$ cat config.mk
export PLATFORM = sky130hd
export DESIGN_NAME = quant_threshold_bank
export DESIGN_NICKNAME = d
export VERILOG_FILES = /design/src/rtl/quant_threshold_bank.sv
export SDC_FILE = /design/constraint.sdc
export NUM_CORES = 1
export LEC_CHECK = 0
export ABC_CLOCK_PERIOD_IN_PS = 2700
export BUFFER_PORTS_ARGS = -buffer_cell sky130_fd_sc_hd__buf_2
export CAP_MARGIN = 0
export CORE_ASPECT_RATIO = 1.5
export CORE_MARGIN = 5
export CORE_UTILIZATION = 55
export DETAILED_ROUTE_END_ITERATION = 10
export GPL_TIMING_DRIVEN = 0
export PLACE_DENSITY_LB_ADDON = 0.15
export SYNTH_ARGS = -nofsm -noshare
export SYNTH_HDL_FRONTEND = slang
export SYNTH_SLANG_ARGS = --single-unit
$ cat constraint.sdc
create_clock -name clk -period 2.7 [get_ports clk]
set_clock_uncertainty 0.1 [all_clocks]
set_input_delay 0 -clock clk [delete_from_list [all_inputs] [get_ports clk]]
set_output_delay 0 -clock clk [all_outputs]
set_load 0.02 [all_outputs]
$ cat src/rtl/quant_threshold_bank.sv
// quant_threshold_bank
//   Per-channel keep-bit thresholds for the colour-reduction quantiser.
//   Edits from the control logic land in a shadow set. The shadow set is
//   copied to the active set only on a frame boundary. This keeps every
//   frame quantised with a single, consistent set of thresholds.
//
// Optional build macro: QTHRESH_ROUND_EN
//   When this macro is defined, the module adds the round_out port. That port
//   carries a half-LSB rounding offset for each channel.
//
// Ports
//   clk          in   system clock
//   reset        in   asynchronous reset, active low
//   cmd_valid    in   single-cycle command strobe
//   cmd_op       in   00 LOAD, 01 INC, 10 DEC, 11 RESTORE
//   cmd_ch       in   target channel
//   cmd_val      in   keep count for LOAD
//   frame_start  in   one-cycle pulse at the start of a frame
//   mask_out     out  active MSB masks, channel 0 in the LSBs
//   keep_out     out  active keep counts, channel 0 in the LSBs
//   pending      out  shadow edits are waiting for frame_start
//   update_done  out  one-cycle pulse after the active set was reloaded
//   cmd_err      out  one-cycle pulse after a rejected or clamped command
//   round_out    out  (QTHRESH_ROUND_EN only) rounding offsets, channel 0 in the LSBs
module quant_threshold_bank #(
  parameter int NUM_CH = 3,
  parameter int DATA_W = 8,
  parameter logic [NUM_CH*4-1:0] DEF_KEEP = {4'd2, 4'd2, 4'd3},
  localparam int KW = $clog2(DATA_W + 1),
  localparam int CW = (NUM_CH > 1) ? $clog2(NUM_CH) : 1
) (
  input  logic                     clk,
  input  logic                     reset,
  input  logic                     cmd_valid,
  input  logic [1:0]               cmd_op,
  input  logic [CW-1:0]            cmd_ch,
  input  logic [KW-1:0]            cmd_val,
  input  logic                     frame_start,
  output logic [NUM_CH*DATA_W-1:0] mask_out,
  output logic [NUM_CH*KW-1:0]     keep_out,
  output logic                     pending,
`ifdef QTHRESH_ROUND_EN
  output logic [NUM_CH*DATA_W-1:0] round_out,
`endif
  output logic                     update_done,
  output logic                     cmd_err
);

  localparam logic [1:0]    OP_LOAD = 2'b00;
  localparam logic [1:0]    OP_INC  = 2'b01;
  localparam logic [1:0]    OP_DEC  = 2'b10;
  localparam logic [KW-1:0] K_MAX   = KW'(DATA_W);
  localparam logic [KW-1:0] K_MIN   = KW'(1);
  localparam logic [CW:0]   CH_LIM  = (CW + 1)'(NUM_CH);

  // Convert a keep count into k ones, left-justified.
  function automatic logic [DATA_W-1:0] mask_of(input logic [KW-1:0] k);
    return ~({DATA_W{1'b1}} >> k);
  endfunction

  // Half of the lowest kept bit. A full-width keep has no dropped bits to round.
  function automatic logic [DATA_W-1:0] round_of(input logic [KW-1:0] k);
    if (k < K_MAX) return DATA_W'(1) << (K_MAX - k - K_MIN);
    else           return '0;
  endfunction

  function automatic logic [KW-1:0] def_keep(input int c);
    return KW'(DEF_KEEP[4*c +: 4]);
  endfunction

  logic [NUM_CH-1:0] ch_err;
  logic [NUM_CH-1:0] ch_set;
  logic              commit;
  logic              bad_ch;
  logic              pending_q, pending_d;
  logic              update_done_q;
  logic              cmd_err_q;

  // A commit copies the shadow as it was before any same-edge command.
  assign commit = frame_start & pending_q;
  assign bad_ch = cmd_valid & ({1'b0, cmd_ch} >= CH_LIM);

  generate
    for (genvar gi = 0; gi < NUM_CH; gi++) begin : g_ch
      logic [KW-1:0]     shadow_q, shadow_d;
      logic [KW-1:0]     active_q;
      logic [DATA_W-1:0] mask_q;
      logic              err_c, set_c;
      logic              sel;

      assign sel = cmd_valid & (cmd_ch == CW'(gi));

      always_comb begin
        shadow_d = shadow_q;
        err_c    = 1'b0;
        set_c    = 1'b0;
        if (sel) begin
          case (cmd_op)
            OP_LOAD: begin
              set_c = 1'b1;
              if (cmd_val == '0) begin
                shadow_d = K_MIN;
                err_c    = 1'b1;
              end else if (cmd_val > K_MAX) begin
                shadow_d = K_MAX;
                err_c    = 1'b1;
              end else begin
                shadow_d = cmd_val;
              end
            end
            OP_INC: begin
              // A saturated step is rejected and leaves pending alone.
              if (shadow_q >= K_MAX) err_c = 1'b1;
              else begin
                shadow_d = shadow_q + K_MIN;
                set_c    = 1'b1;
              end
            end
            OP_DEC: begin
              if (shadow_q <= K_MIN) err_c = 1'b1;
              else begin
                shadow_d = shadow_q - K_MIN;
                set_c    = 1'b1;
              end
            end
            default: begin
              shadow_d = def_keep(gi);
              set_c    = 1'b1;
            end
          endcase
        end
      end

      always_ff @(posedge clk or negedge reset) begin
        if (!reset) begin
          shadow_q <= def_keep(gi);
          active_q <= def_keep(gi);
          mask_q   <= mask_of(def_keep(gi));
        end else begin
          shadow_q <= shadow_d;
          if (commit) begin
            active_q <= shadow_q;
            mask_q   <= mask_of(shadow_q);
          end
        end
      end

`ifdef QTHRESH_ROUND_EN
      logic [DATA_W-1:0] round_q;
      always_ff @(posedge clk or negedge reset) begin
        if (!reset)      round_q <= round_of(def_keep(gi));
        else if (commit) round_q <= round_of(shadow_q);
      end
      assign round_out[gi*DATA_W +: DATA_W] = round_q;
`endif

      assign ch_err[gi]                    = err_c;
      assign ch_set[gi]                    = set_c;
      assign keep_out[gi*KW +: KW]         = active_q;
      assign mask_out[gi*DATA_W +: DATA_W] = mask_q;
    end
  endgenerate

  // A same-edge command re-arms pending even though the commit clears it.
  assign pending_d = (pending_q & ~commit) | (|ch_set);

  always_ff @(posedge clk or negedge reset) begin
    if (!reset) begin
      pending_q     <= 1'b0;
      update_done_q <= 1'b0;
      cmd_err_q     <= 1'b0;
    end else begin
      pending_q     <= pending_d;
      update_done_q <= commit;
      cmd_err_q     <= (|ch_err) | bad_ch;
    end
  end

  assign pending     = pending_q;
  assign update_done = update_done_q;
  assign cmd_err     = cmd_err_q;

endmodule

== Word level (Yosys, flattened, before mapping) ==
Index checks and enable logic that the tools add are counted.

* $add $sub $neg: 6
* Magnitude comparators: 8
* Equal/unequal tests: 10
* Shift-type cells: 3
* Mux-type cells: 37
* Bitwise gates (word level): 12
* Reduce and logical (&&, ||, !) cells: 8

{| class="wikitable"
|+ Operators by type and width
! kind !! count
|-
| $pmux 4 s3 || 3
|-
| $mux 4 || 8
|-
| $not 8->8 || 3
|-
| $shr 8x4->8 const A || 3
|-
| $mux 1 || 20
|-
| $add 4x1->4 const B || 3
|-
| $ge 4x4->1 const B || 3
|-
| $le 4x1->1 const B || 3
|-
| $ne 2x2->1 const B || 6
|-
| $sub 4x1->4 const B || 3
|-
| $pmux 1 s3 || 3
|-
| $reduce_and 3->1 || 3
|-
| $and 1x1->1 || 6
|-
| $pmux 1 s2 || 3
|-
| $reduce_or 3->1 || 2
|-
| $eq 2x1->1 const B || 2
|-
| $eq 2x2->1 const B || 2
|-
| $gt 4x4->1 const B || 1
|-
| $logic_not 2->1 || 2
|-
| $logic_not 4->1 || 1
|-
| $ge 2x2->1 const B || 1
|-
| $or 1x1->1 || 2
|-
| $not 1->1 || 1
|}

* Flip-flop bits (word level): 51
* Input bits: 12
* Output and inout bits: 39
* Word-level logic and storage cells: 96

== Longest topological paths before layout ==
* Depth after elaboration: 7
* Depth in mapped cells: 8
* Gate-level depth less buffers: 8

== Worst setup path after synthesis ==
Ideal clock, no wire load.

* Path kind: flip-flop to flip-flop
* From: register g_ch[1].shadow_q[1]
* To: register g_ch[1].shadow_q[3]
* Library setup time: 137 ps
* Data arrival time: 1,729 ps
* Required time: 2,463 ps
* Slack: 734 ps
* Stages on the path, launching flop included: 8
* Path buffers: 0
* Period minus slack after synthesis: 1,966 ps
* Path through: dfstp_2 > inv_1 > ha_1 > or2_2 > a32oi_1 > nand2_1 > o21ai_0 > o31ai_1

* Cells in the longest elaborated chain, start to end: 3
* Elaborated cells between the ends (all ways): 10
* Classes of those cells: add/sub: 2; order compare: 2; eq/ne: 2; mux: 3; reduce/logical: 1

{| class="wikitable"
|+ Ends and longest elaborated chain
! element !! RTL line !! RTL
|-
| start: declaration || 85 || <nowiki>logic [KW-1:0] shadow_q, shadow_d;</nowiki>
|-
| start signal: assignment || 136 || <nowiki>shadow_q <= def_keep(gi);</nowiki>
|-
| start signal: assignment || 140 || <nowiki>shadow_q <= shadow_d;</nowiki>
|-
| $sub 4x1->4, or another cell as far along || 122 || <nowiki>shadow_d = shadow_q - K_MIN;</nowiki>
|-
| $mux 4, or another cell as far along || 120 || <nowiki>if (shadow_q <= K_MIN) err_c = 1'b1;</nowiki>
|-
| $pmux 4 s3 / $reduce_and 3->1 (equally long branches) || -- ||
|}

Several ways; a longest one is shown, not always the timed one. The select of a mux whose other input is x is not followed.
A chain may end at the register's enable or synchronous reset.

== Final worst setup path ==
* From: register g_ch[2].shadow_q[1]
* To: register cmd_err_q (netlist: cmd_err)

* Cells in the longest elaborated chain, start to end: 6
* Elaborated cells between the ends (all ways): 8
* Classes of those cells: order compare: 2; mux: 4; bitwise: 1; reduce/logical: 1

{| class="wikitable"
|+ Ends and longest elaborated chain
! element !! RTL line !! RTL
|-
| start: declaration || 85 ||
|-
| start signal: assignment || 136 ||
|-
| start signal: assignment || 140 ||
|-
| $le 4x1->1 / $ge 4x4->1 (equally long branches) || 120, 113 ||
|-
| $mux 1 (on tied branches) || 120, 113 ||
|-
| $pmux 1 s3 * || 98 || <nowiki>case (cmd_op)</nowiki>
|-
| $mux 1 * || 97 || <nowiki>if (sel) begin</nowiki>
|-
| $reduce_or 3->1 * || 175 || <nowiki>cmd_err_q <= (|ch_err) | bad_ch;</nowiki>
|-
| $or 1x1->1 * || 175 ||
|-
| end signal: assignment || 175 ||
|-
| end: declaration || 77 || <nowiki>logic cmd_err_q;</nowiki>
|}

Mark *: on every way between the ends. The rest lies on a longest branch, timed or not.

==> run_results.csv <==
group,metric,value,unit
detailed_routing,drt_iter0_markers,152,
global_routing,grtUsageTotal,21.6,%
finish,nFillCells,444,
floorplan,num_rows,31,
timing,rsz0062_at_grt,"false",
timing,maxSlewHeadroom,30.1,%
power_and_ir_drop,powerDensity,974,nW/um^2
setup_path,critical_path_arrival,2.64,ns
power_and_ir_drop,power.leakage,1.55,nW
setup_path,crit_chain,"inv_1, ha_1, or2_1, a32oi_2, nand2_1, a32oi_1, o21ai_0, dlygate4sd3_1",
clock_tree,cts-root-buf,"clkbuf_8",
synthesis,synth_cell_types,37,
clock_tree,cts_num_sinks,48,
place,dp_hpwl,4560,um
clock_tree,cts.path.max_buffers,2,
hold_path,hold_class,"input pin to register",
detailed_routing,drc,0,
detailed_routing,ant_nets,0,
timing,fin_crit_sh,94.7,%
detailed_routing,first_pass_iters,4,
global_routing,grt_pass1_wl,10500,um
timing,timing.hold.ws,0.0106,ns
clock_tree,clkTransAtPathRegs,0.08,ns
finish,drive_gt1_share,25.0,%
global_routing,grt_pass1_vias,2269,
outcome,status,"finished, final reports clean",
power_and_ir_drop,seq_power_share,39.0,%
setup_path,path_max_fanout,5,
power_and_ir_drop,p_sw,1.23,mW
clock_tree,cts_tree,"yes",
finish,nets,393,
timing,finalSetupViolCount,0,
power_and_ir_drop,intPower,1.87,mW
power_and_ir_drop,irDropWorstVdd,0.385,mV
detailed_routing,wl,6090,um
setup_path,cp-end-kind,"register",
clock_tree,worstSkewPairLatency,0.29,ns
power_and_ir_drop,power_frac_clock,19.0,%
finish,antenna_cells,0,
synthesis,syn_inst,293,
global_routing,antenna_found_initial,0,
timing,min_period,2.56,ns
run,maxCapViolations,0,
floorplan,die-area,6340,um^2
setup_path,critPathSlowestCell,"dlygate4sd3_1",
clock_tree,ctsHtreeMaxLevel,2,
place,io_buffers,50,
synthesis,ys_warn_count,0,
synthesis,synth_area_per_cell,9.05,um^2
timing,final-max-slew-violation-count,0,
setup_path,r2r_setup_slack,0.14,ns
setup_path,start_kind,"register",
global_routing,grt_max_degree,49,
global_routing,globalRouteOverflowTotal,0,
timing,hold_viol_final,0,
clock_tree,numCtsBuffers,5,
floorplan,initial_core_util,55.6,%
synthesis,ys_seq_area_share,46.0,%
floorplan,die_w,66.7,um
power_and_ir_drop,power_frac_comb,41.9,%
timing,worst_pin_slew,1.05,ns
finish,syn2layout_area_growth,20.3,%
floorplan,ios,51,
floorplan,die_h,95.0,um
detailed_routing,wl_per_cell,14.4,um
power_and_ir_drop,switching_share,39.7,%
synthesis,syn-num-nets,330,
synthesis,syn_area,2650,um^2
timing,tns,0,ns
setup_path,worstSetupPathType,"register to register",
synthesis,synth-seq-cells,48,
timing,fmax,0.391,GHz
detailed_routing,vias,2262,
detailed_routing,via_per_inst,5.36,
floorplan,core_area,4770,um^2
clock_tree,cts_setup_buffers,0,
place,routabilityCongestion,0.931,
setup_path,max_stage_delay,0.58,ns
setup_path,required,2.78,ns
==> cells in the final DEF, fill, tap and decap left out, drive strengths merged <==
cell type     n
mux2i         1
a211oi        1
o311a         1
o31ai         5
or3b          1
nand2b        2
or3           1
buf          59
a22o          1
clkbuf       13
a21oi        15
and3          2
nand3         4
nor2b         2
inv          25
nand2        43
o21ai        35
or2           2
dfstp        15
o41ai         3
dlygate4sd3   6
ha           25
nor3          4
bufinv        2
dfrtp        33
o22ai         1
nor2         30
xnor2         2
a31oi        12
a222oi        1
o211ai        4
a32oi         4
nand4b        1
==> cell families after synthesis <==
kind of cell               Yosys count  synth area share (%)
AOI/OAI and AO/OA                   83                  19.4
xor gates and xnor gates             2                 0.661
and+or+nand+nor                     92                  14.6
muxes                                1                 0.378
adders and majority gates           25                  11.8
DFF                                 48                  46.0
buffers and inverters               42                  7.13
==> flip-flops by register name, indices dropped and copies added, names as in the netlist <==
| signal | flops |
|---|---|
| cmd_err | 1 |
| g_ch.active_q | 9 |
| g_ch.mask_q | 24 |
| g_ch.shadow_q | 12 |
| pending | 1 |
| update_done | 1 |
==> final timing paths <==
check	depth (start not counted)	start	endpoint
setup / recovery	8	g_ch[2].shadow_q[1]$_DFFE_PN1P_	cmd_err$_DFF_PN0_
hold / removal	3	cmd_val[2]	g_ch[1].shadow_q[2]$_DFFE_PN0P_
setup reg to reg	8	g_ch[2].shadow_q[1]$_DFFE_PN1P_	cmd_err$_DFF_PN0_
hold reg to reg	2	g_ch[2].mask_q[4]$_DFFE_PN0P_	g_ch[2].mask_q[4]$_DFFE_PN0P_
max in group asynchronous	2	reset	g_ch[1].active_q[2]$_DFFE_PN0P_
min in group asynchronous	2	reset	g_ch[1].shadow_q[3]$_DFFE_PN0P_
==> Yosys cell counts <==
| cell | count | share of area, % |
|---|---|---|
| clkbuf_1 | 8 | 1.1 |
| inv_2 | 1 | 0.14 |
| inv_1 | 24 | 3.4 |
| o211ai_1 | 4 | 1.1 |
| a21oi_1 | 15 | 2.8 |
| buf_4 | 3 | 0.85 |
| o41ai_1 | 2 | 0.66 |
| a31oi_1 | 12 | 2.8 |
| buf_6 | 2 | 0.85 |
| and3_1 | 2 | 0.47 |
| xnor2_1 | 2 | 0.66 |
| nand2_1 | 43 | 6.1 |
| nor2b_1 | 2 | 0.47 |
| or3b_1 | 1 | 0.33 |
| a22o_1 | 1 | 0.33 |
| ha_1 | 25 | 12 |
| nand2b_1 | 2 | 0.47 |
| dfrtp_1 | 33 | 31 |
| o31ai_2 | 2 | 0.94 |
| nand3_1 | 4 | 0.76 |
| o21ai_0 | 35 | 6.6 |
| mux2i_1 | 1 | 0.38 |
| nand4b_1 | 1 | 0.33 |
| o311a_1 | 1 | 0.38 |
| or2_2 | 1 | 0.24 |
| o22ai_1 | 1 | 0.24 |
| a32oi_1 | 4 | 1.3 |
| buf_2 | 4 | 0.76 |
| nor3_1 | 4 | 0.76 |
| o31ai_1 | 3 | 0.85 |
| a211oi_1 | 1 | 0.28 |
| o41ai_2 | 1 | 0.61 |
| or3_1 | 1 | 0.24 |
| or2_1 | 1 | 0.24 |
| nor2_1 | 30 | 4.2 |
| a222oi_1 | 1 | 0.38 |
| dfstp_2 | 15 | 15 |
==> what timing repair did <==
| item | 4_1_cts | 5_1_grt |
|---|---|---|
| endpoints found under the hold margin | 36 | 0 |
| resized for setup | 0 | 3 |
| hold buffers | 6 | 0 |
| endpoints found under the setup margin | 0 | 1 |
==> layout make-up <==
cell class,instances,area [um^2],area share (%)
multi-input cells,203,1260,39.5
flip-flops and latches,48,1220,38.2
repair buffers,56,310,9.73
plain buffers,17,95.1,2.98
inverters,25,93.8,2.94
well taps,66,82.6,2.59
clock buffers,5,68.8,2.16
clock inverters,2,60.1,1.88
==> through the flow <==
| stage | setup WS (ns) | util [%] | instances | cell area [um^2] | power (mW) |
|---|---|---|---|---|---|
| final | 0.143 | 66.9 | 422 | 3190 | 3.11 |
| after global routing | 0.00796 | 66.9 | 422 | 3190 | 3.36 |
| after CTS | 0.0991 | 66.5 | 422 | 3170 | 3.13 |
| after detailed placement | 0.460 | 62.5 | 409 | 2980 | 2.52 |
| after global placement | 0.488 | 62.5 | 409 | 2980 | 2.48 |
| after floorplan | 0.734 | - | 293 | 2650 | 2.09 |
==> layer usage <==
metal | GRT usage [%] | vias to the layer above | wire (um)
met2 | 36.8 | 62 | 3070
met3 | 2.59 | 12 | 277
li1 | - | 1126 | -
met1 | 26.8 | 1062 | 2600
met4 | 10.3 | 0 | 141
met5 | 0 | - | 0
==> critical path, delay by kind of cell, from the launching register on <==
kind | cells | cell delay [ns]
AO/OA/AOI/OAI | 3 | 0.50
adder cells (fa/ha/maj) | 1 | 0.24
buffers and inverters | 2 | 0.69
flip-flops | 1 | 0.57
AND/OR/NAND/NOR | 2 | 0.35
==> power groups by stage <==
stage / combinational, mW / sequential (mW) / clock (mW)
after floorplan: 0.617 / 1.47 / 0
after global placement: 1.27 / 1.22 / 0
after detailed placement: 1.29 / 1.23 / 0
after CTS: 1.30 / 1.22 / 0.606
after global routing: 1.46 / 1.25 / 0.642
final: 1.30 / 1.21 / 0.591
Note: power is estimated with default switching activity, not from simulation.
